===== config.mk =====
export PLATFORM = sky130hd
export DESIGN_NAME = instr_prefetch_unit
export DESIGN_NICKNAME = d
export VERILOG_FILES = /design/src/rtl/instr_prefetch_unit.sv
export SDC_FILE = /design/constraint.sdc
export NUM_CORES = 1
export LEC_CHECK = 0
export CORE_MARGIN = 2
export CORE_UTILIZATION = 35
export CTS_BUF_LIST = sky130_fd_sc_hd__clkbuf_4 sky130_fd_sc_hd__clkbuf_8 sky130_fd_sc_hd__clkbuf_16
export DETAILED_ROUTE_END_ITERATION = 10
export GPL_TIMING_DRIVEN = 0
export MAX_ROUTING_LAYER = met4
export PLACE_DENSITY_LB_ADDON = 0.08
export SYNTH_ARGS = -nofsm -noshare
export SYNTH_HDL_FRONTEND = slang
export SYNTH_SLANG_ARGS = --single-unit

===== constraint.sdc =====
create_clock -name clk -period 6.54 [get_ports clk]
set_input_delay 1.308 -clock clk [delete_from_list [all_inputs] [get_ports clk]]
set_output_delay 1.308 -clock clk [all_outputs]
set_load 0.02 [all_outputs]

===== src/rtl/instr_prefetch_unit.sv =====
// Instruction prefetch front end: sequential word fetch over req/ack into a small {pc,instr} FIFO.
// Define STATIC_JUMP_PREDECODE_EN to follow j-format targets at fetch time and flag them on out_jpred.
module instr_prefetch_unit #(
    parameter int unsigned DEPTH    = 4,
    parameter logic [31:0] RESET_PC = 32'd0
) (
    input  logic        clk,
    input  logic        rst,
    input  logic        redirect_valid,
    input  logic [31:0] redirect_pc,
    output logic        mem_req,
    output logic [31:0] mem_addr,
    input  logic        mem_ack,
    input  logic [31:0] mem_rdata,
    output logic        out_valid,
    input  logic        out_ready,
    output logic [31:0] out_instr,
    output logic [31:0] out_pc,
    output logic        out_jpred
);

    localparam int unsigned AW = $clog2(DEPTH);
    localparam int unsigned CW = AW + 1;

    logic [31:0]   fetch_pc;
    logic          stale;
    logic [AW-1:0] wptr;
    logic [AW-1:0] rptr;
    logic [CW-1:0] count;

    logic [31:0]   pc_q    [DEPTH];
    logic [31:0]   instr_q [DEPTH];
    logic          jpred_q [DEPTH];

    logic          ack;
    logic          push;
    logic          pop;
    logic          push_jpred;
    logic          outstanding_next;
    logic          req_next;
    logic [31:0]   addr_plus4;
    logic [31:0]   ack_target;
    logic [31:0]   next_pc;
    logic [CW-1:0] count_next;

    assign out_valid = (count != '0);
    assign out_instr = out_valid ? instr_q[rptr] : 32'd0;
    assign out_pc    = out_valid ? pc_q[rptr]    : 32'd0;
    assign out_jpred = out_valid ? jpred_q[rptr] : 1'b0;

    // A redirect discards both the returning word and any pop in the same cycle.
    always_comb begin
        ack        = mem_req & mem_ack;
        push       = ack & ~stale & ~redirect_valid;
        pop        = out_valid & out_ready & ~redirect_valid;
        addr_plus4 = mem_addr + 32'd4;
        push_jpred = 1'b0;
        ack_target = addr_plus4;
`ifdef STATIC_JUMP_PREDECODE_EN
        if (mem_rdata[31:26] == 6'd2) begin
            push_jpred = 1'b1;
            ack_target = {addr_plus4[31:28], mem_rdata[25:0], 2'b00};
        end
`endif
        if (redirect_valid) begin
            next_pc = redirect_pc & ~32'd3;
        end else if (push) begin
            next_pc = ack_target;
        end else begin
            next_pc = fetch_pc;
        end

        if (redirect_valid) begin
            count_next = '0;
        end else begin
            count_next = count + CW'(push) - CW'(pop);
        end

        // Only issue when the word can be guaranteed a FIFO slot on return.
        outstanding_next = mem_req & ~mem_ack;
        req_next         = outstanding_next | (count_next < CW'(DEPTH));
    end

    always_ff @(posedge clk) begin
        if (rst) begin
            fetch_pc <= RESET_PC;
            mem_req  <= 1'b0;
            mem_addr <= RESET_PC;
            stale    <= 1'b0;
            wptr     <= '0;
            rptr     <= '0;
            count    <= '0;
        end else begin
            fetch_pc <= next_pc;
            mem_req  <= req_next;
            if (req_next && !outstanding_next) begin
                mem_addr <= next_pc;
            end

            // An issued request cannot be withdrawn, so its data is marked for discard.
            if (redirect_valid && outstanding_next) begin
                stale <= 1'b1;
            end else if (ack) begin
                stale <= 1'b0;
            end

            count <= count_next;
            if (redirect_valid) begin
                wptr <= '0;
                rptr <= '0;
            end else begin
                if (push) wptr <= wptr + 1'b1;
                if (pop)  rptr <= rptr + 1'b1;
            end
        end
    end

    always_ff @(posedge clk) begin
        if (push && !rst) begin
            pc_q[wptr]    <= mem_addr;
            instr_q[wptr] <= mem_rdata;
            jpred_q[wptr] <= push_jpred;
        end
    end

endmodule


# After elaboration in Yosys (flattened, before gate mapping)
# Memory sizes are Yosys's and may differ from the RTL's. A register that Yosys moved wholly into a read port is not among the register bits.
# Cells that the tools add are included.
# totals
inputBits	69
ramBits	256
n_memories	2
elab_cells	47
output_inout_bits	99
reg_bits	73
# op_classes
magnitude_cmp	1
muxes	14
reduce_logical	8
bitwise	10
addsub	5
# memory_table
memory	depth	word_bits	read_ports	rd_ports_with_merged_regs	write_ports	line	source
instr_q	4	32	1	1	1	32	logic [31:0] instr_q [DEPTH];
pc_q	4	32	1	1	1	31	logic [31:0] pc_q [DEPTH];
# ops
cell	n
$mux W32	4
$add A32 B3 Y32 const B	1
$mux W2	4
$and A1 B1 Y1	6
$mux W1	5
$add A2 B1 Y2 const B	2
$add A3 B1 Y3	1
$logic_and A1 B1 Y1	3
$lt A3 B3 Y1 const B	1
$mux W3	1
$not A1 Y1	3
$reduce_bool A3 Y1	1
$sub A3 B1 Y3	1
$logic_not A1 Y1	2
$reduce_bool A2 Y1	1
$reduce_or A2 Y1	1
$or A1 B1 Y1	1

# Logic depth before layout (Yosys ltp)
# logic_depth
ltp_word	9
ltp_mapped	15
ltp_nobuf	13

# Least setup slack after synthesis
# No wires, ideal clock.
# synth_timing
path_type	in2reg
startpoint	in redirect_valid
endpoint	mem instr_q[2][0] (enable)
arrival_time_ns	3.691
n_path_buf	3
path_stages	5
setup_slack_ns	2.420
setup_ns	0.429
t_required_ns	6.111
cell_sequence	and4bb_1 buf_2 buf_2 buf_2 and3_1
# synth_between
elab_chain_cells	5
# synth_lines
element	line	source
from (decl)	9	input logic redirect_valid,
$not A1 Y1	54	push = ack & ~stale & ~redirect_valid;
$and A1 B1 Y1	54	
$logic_and A1 B1 Y1	119	if (push && !rst) begin
$mux W1	119	
$mux W1	n/a	
to (decl)	32	
# Every way passes these cells.

# Worst setup path after layout
# layout_timing
startpoint	in redirect_valid
endpoint	reg mem_addr[14]
# layout_between
elab_cells_between_ends	11
classes_between	add/sub: 2; order compare: 1; mux: 3; bitwise: 4; reduce/logical: 1
# layout_rtl
element	line	source
$not A1 Y1	55	pop = out_valid & out_ready & ~redirect_valid;
$and A1 B1 Y1	55	
via pop	37	logic pop;
$sub A3 B1 Y3	76	count_next = count + CW'(push) - CW'(pop);
$mux W3	73	if (redirect_valid) begin
$lt A3 B3 Y1	81	req_next = outstanding_next | (count_next < CW'(DEPTH));
$or A1 B1 Y1	81	
$logic_and A1 B1 Y1	96	if (req_next && !outstanding_next) begin
to (signal assigned)	97	mem_addr <= next_pc;
to (decl)	12	output logic [31:0] mem_addr,
# The timed path passes the listed nets, and every way through them passes these cells.
# A chain may end at the register's enable or synchronous reset.

==> Flow_metrics.wiki <==
{| class="wikitable"
! Metric !! Value
|-
| Status || finished clean
|-
| Layout Skew || 22.63 ps
|-
| Routed via count || 8,012
|-
| Height of the chip || 199.3 um
|-
| Synthesized flop and latch total || 331
|-
| Total half-perimeter wirelength after legalization and detailed placement || 22.07 mm
|-
| Final period util || 74.85%
|-
| Core Box Area || 37,580 sq um
|-
| Net count of the finished layout || 1,136
|-
| Combined global-route utilization of all metal layers || 18.31%
|-
| Number of search-and-repair iterations in the first detailed-routing pass || 6
|-
| Post-detailed-route count of antenna-violating nets || 0
|-
| Clock H-tree levels || 2
|-
| Cell with the largest stage delay on the worst path || sky130_fd_sc_hd__clkbuf_1
|-
| Peak supply drop || 0.1339 mV
|-
| Warnings from Yosys || 0
|-
| Most common flop cell mapped by yosys || sky130_fd_sc_hd__edfxtp_1
|-
| Gr ovfl total || 0
|-
| Net count after synthesis || 927
|-
| Share of the yosys chip area belonging to registers || 68.81%
|-
| Total Power || 0.004839 W
|-
| Width of the die || 199.3 um
|-
| Count of final max-slew check failures || 0
|-
| Number of setup violations in the final report || 0
|-
| Clock transition at the register clock pins on the worst setup and hold paths after CTS || 60 ps
|-
| P_leak || 5.603 nW
|-
| Arrival @ worst endpoint || 5350 ps
|-
| Count of placed standard cells including taps || 1,529
|-
| Hold/Removal Path Class || flop to flop
|-
| PostCTS Resize Cnt || 0
|-
| Fmax || 204.3 MHz
|-
| Maximum count of clock buffers along a single path || 3
|-
| Wire length of the first global-routing pass || 52.05 mm
|-
| Shortest clock period the worst path allows after layout || 4895 ps
|-
| CTS tree || yes
|-
| Ports placed on the boundary || 168
|-
| Total of max-cap violations || 0
|-
| Number of instances in the synthesized netlist || 850
|-
| Die footprint || 39,730 sq um
|-
| Number of global-route vias before repair || 8,184
|-
| Critical path launch point type || input pin
|-
| Count of flip-flops with a built-in enable after synthesis || 256
|-
| Filler cell count in the final layout || 3,374
|-
| Async set-reset flop share out of synthesis || 0%
|-
| Worst path cell trace || clkdlybuf4s50_1 -> clkbuf_1 -> clkbuf_1 -> nor2_1 -> ha_1 -> inv_1 -> ha_1 -> fa_1 -> xor3_1 -> or2_4 -> and2_1 -> buf_2 -> clkbuf_1 -> o21ai_0 -> a21oi_1
|-
| Average cell area after synthesis || 15.71 sq um
|-
| Core Rows || 71
|-
| Final weighted congestion in routability-driven placement || 0.7990
|-
| Category of the most critical setup path || input pin to flop
|-
| Worst setup EP type || flop
|-
| Buffer cell driving the clock tree root || sky130_fd_sc_hd__clkbuf_16
|-
| Initial antenna violation count || 1
|-
| Setup TNS after final layout || 0 ps
|-
| Measured slew at the worst slew-check pin || 1048 ps
|-
| DR iter-0 viols || 571
|-
| Layout cell share with drive strength beyond 1 || 16.16%
|-
| Number of vias per cell after detailed routing || 5.004
|-
| Setup repair after global routing missed its margin || false
|-
| Worst slew margin || 29.87%
|-
| Post-synthesis instance area || 13,350 sq um
|-
| Final count of hold timing violations || 0
|-
| Hold buffers post-CTS || 0
|-
| Layout Cells excl Fill || 1,601
|-
| Area delta synth->final || 27.75%
|-
| Number of buffers inserted by post-CTS setup repair || 0
|-
| Worst endpoint required time || 6990 ps
|-
| CP most frequent cell || sky130_fd_sc_hd__clkbuf_1
|-
| Port Buffer Count || 164
|-
| Average routed wire per standard cell || 21.79 um
|-
| Slowest Stage Delay on Critical Path || 550 ps
|-
| Residual DRC count || 0
|-
| Number of clock buffers inserted by TritonCTS || 39
|-
| Pwr dens || 283.7 nW/um^2
|-
| Total detailed-routing wirelength || 34.89 mm
|-
| Distinct cells, synth || 65
|-
| Clock net sink count || 331
|-
| Maximum fanout encountered on the critical timing path || 10
|-
| Source-to-sink clock delay at the later pin of the worst-skew pair || 520 ps
|-
| Initial standard-cell utilization of the core || 35.54%
|-
| Largest net degree at the start of global routing || 52
|}
flip-flops by register name, summed over array words and instances, names as in the netlist, named ones only:
name      count
mem_addr     32
pc_q        128
instr_q     128
stale         1
mem_req       1
fetch_pc     32
count         3
wptr          2
rptr          2
through the flow:
stage          utilization, %  instance area (sq um)  hold WS [ps]  worst slack, ps
6_report                45.40                  17060         478.4             1645
5_1_grt                 45.40                  17060         507.6             1406
4_1_cts                 45.39                  17060         480.6             1678
3_5_place_dp            41.95                  15770         466.9             1153
3_3_place_gp            41.61                  15640         444.5            11.55
2_1_floorplan               -                  13350         436.5             2420
worst paths after layout:
kind	from	endpoint	slack (ps)	cells past startpoint
setup / recovery	redirect_valid	mem_addr[14]	1640	15
hold / removal	fetch_pc[0]	fetch_pc[0]	480	2
setup reg to reg	count[2]	mem_addr[14]	2570	15
hold reg to reg	fetch_pc[0]	fetch_pc[0]	480	2
cells by family after synthesis:
group	Yosys count	synth area share, %
DFF	331	68.81
and+or+nand+nor	242	9.876
AOI/OAI and AO/OA	108	5.266
muxes	68	11.11
buffers and inverters	61	1.958
xor gates and xnor gates	31	2.146
adders and majority gates	8	0.8057
other	1	0.02808
cells in the mapped netlist, types with 7 or more instances:
cell | n | share of area [%]
sky130_fd_sc_hd__nand3_1 | 8 | 0.30
sky130_fd_sc_hd__and3_1 | 10 | 0.47
sky130_fd_sc_hd__edfxtp_1 | 256 | 58
sky130_fd_sc_hd__o21ai_0 | 22 | 0.82
sky130_fd_sc_hd__a221oi_1 | 12 | 0.79
sky130_fd_sc_hd__clkbuf_1 | 28 | 0.79
sky130_fd_sc_hd__nand4_1 | 8 | 0.37
sky130_fd_sc_hd__ha_1 | 7 | 0.66
sky130_fd_sc_hd__a21oi_1 | 39 | 1.5
sky130_fd_sc_hd__a211oi_1 | 12 | 0.67
sky130_fd_sc_hd__mux4_2 | 64 | 11
sky130_fd_sc_hd__and2_1 | 68 | 3.2
sky130_fd_sc_hd__nor2_1 | 66 | 1.9
sky130_fd_sc_hd__dfxtp_1 | 75 | 11
sky130_fd_sc_hd__inv_1 | 10 | 0.28
sky130_fd_sc_hd__xnor2_1 | 20 | 1.3
sky130_fd_sc_hd__buf_2 | 14 | 0.52
sky130_fd_sc_hd__nand2_1 | 41 | 1.2
sky130_fd_sc_hd__xor2_1 | 10 | 0.66
area by class of cell:
type	count	area, sq um	share of cell area (%)
timing repair buffer	168	1752	10.27
tap	511	639.4	3.748
clock inverter	16	148.9	0.8728
clock buffer	55	1144	6.703
buffer	50	220.2	1.291
sequential	331	9189	53.86
inverter	11	41.29	0.2420
multi-input combinational	458	3924	23.00
antenna	1	2.502	0.01467
worst max-delay path, delay by kind of cell:
kind,cells,cell delay [ps]
simple gates,3,360
fa+ha+maj,3,860
compound gates,2,320
buf+inv,6,2260
xor+xnor,1,220
metal layers:
metal	part of all wire, %	track usage [%]	up-vias
met5	0	-	-
met4	2.1	5.021	0
met3	5.9	3.105	49
met2	47	28.98	255
met1	45	24.53	4036
li1	-	-	3672
placed cells by master (no fill, tap or decap), types with 28 or more instances in the layout:
master / synthesis / layout
sky130_fd_sc_hd__a21oi_1: 39 / 39
sky130_fd_sc_hd__and2_1: 68 / 68
sky130_fd_sc_hd__clkbuf_1: 28 / 28
sky130_fd_sc_hd__clkbuf_16: 0 / 41
sky130_fd_sc_hd__clkdlybuf4s50_1: 0 / 164
sky130_fd_sc_hd__dfxtp_1: 75 / 75
sky130_fd_sc_hd__edfxtp_1: 256 / 256
sky130_fd_sc_hd__mux4_2: 64 / 64
sky130_fd_sc_hd__nand2_1: 41 / 41
sky130_fd_sc_hd__nor2_1: 66 / 66
where the power goes:
part | internal (W) | leakage [nW] | switching [W]
sequential | 0.00231 | 2.94 | 0.0000592
combinational | 0.000141 | 2.02 | 0.000164
clock | 0.00134 | 0.648 | 0.000830
Note: power is estimated with default switching activity, not from simulation.
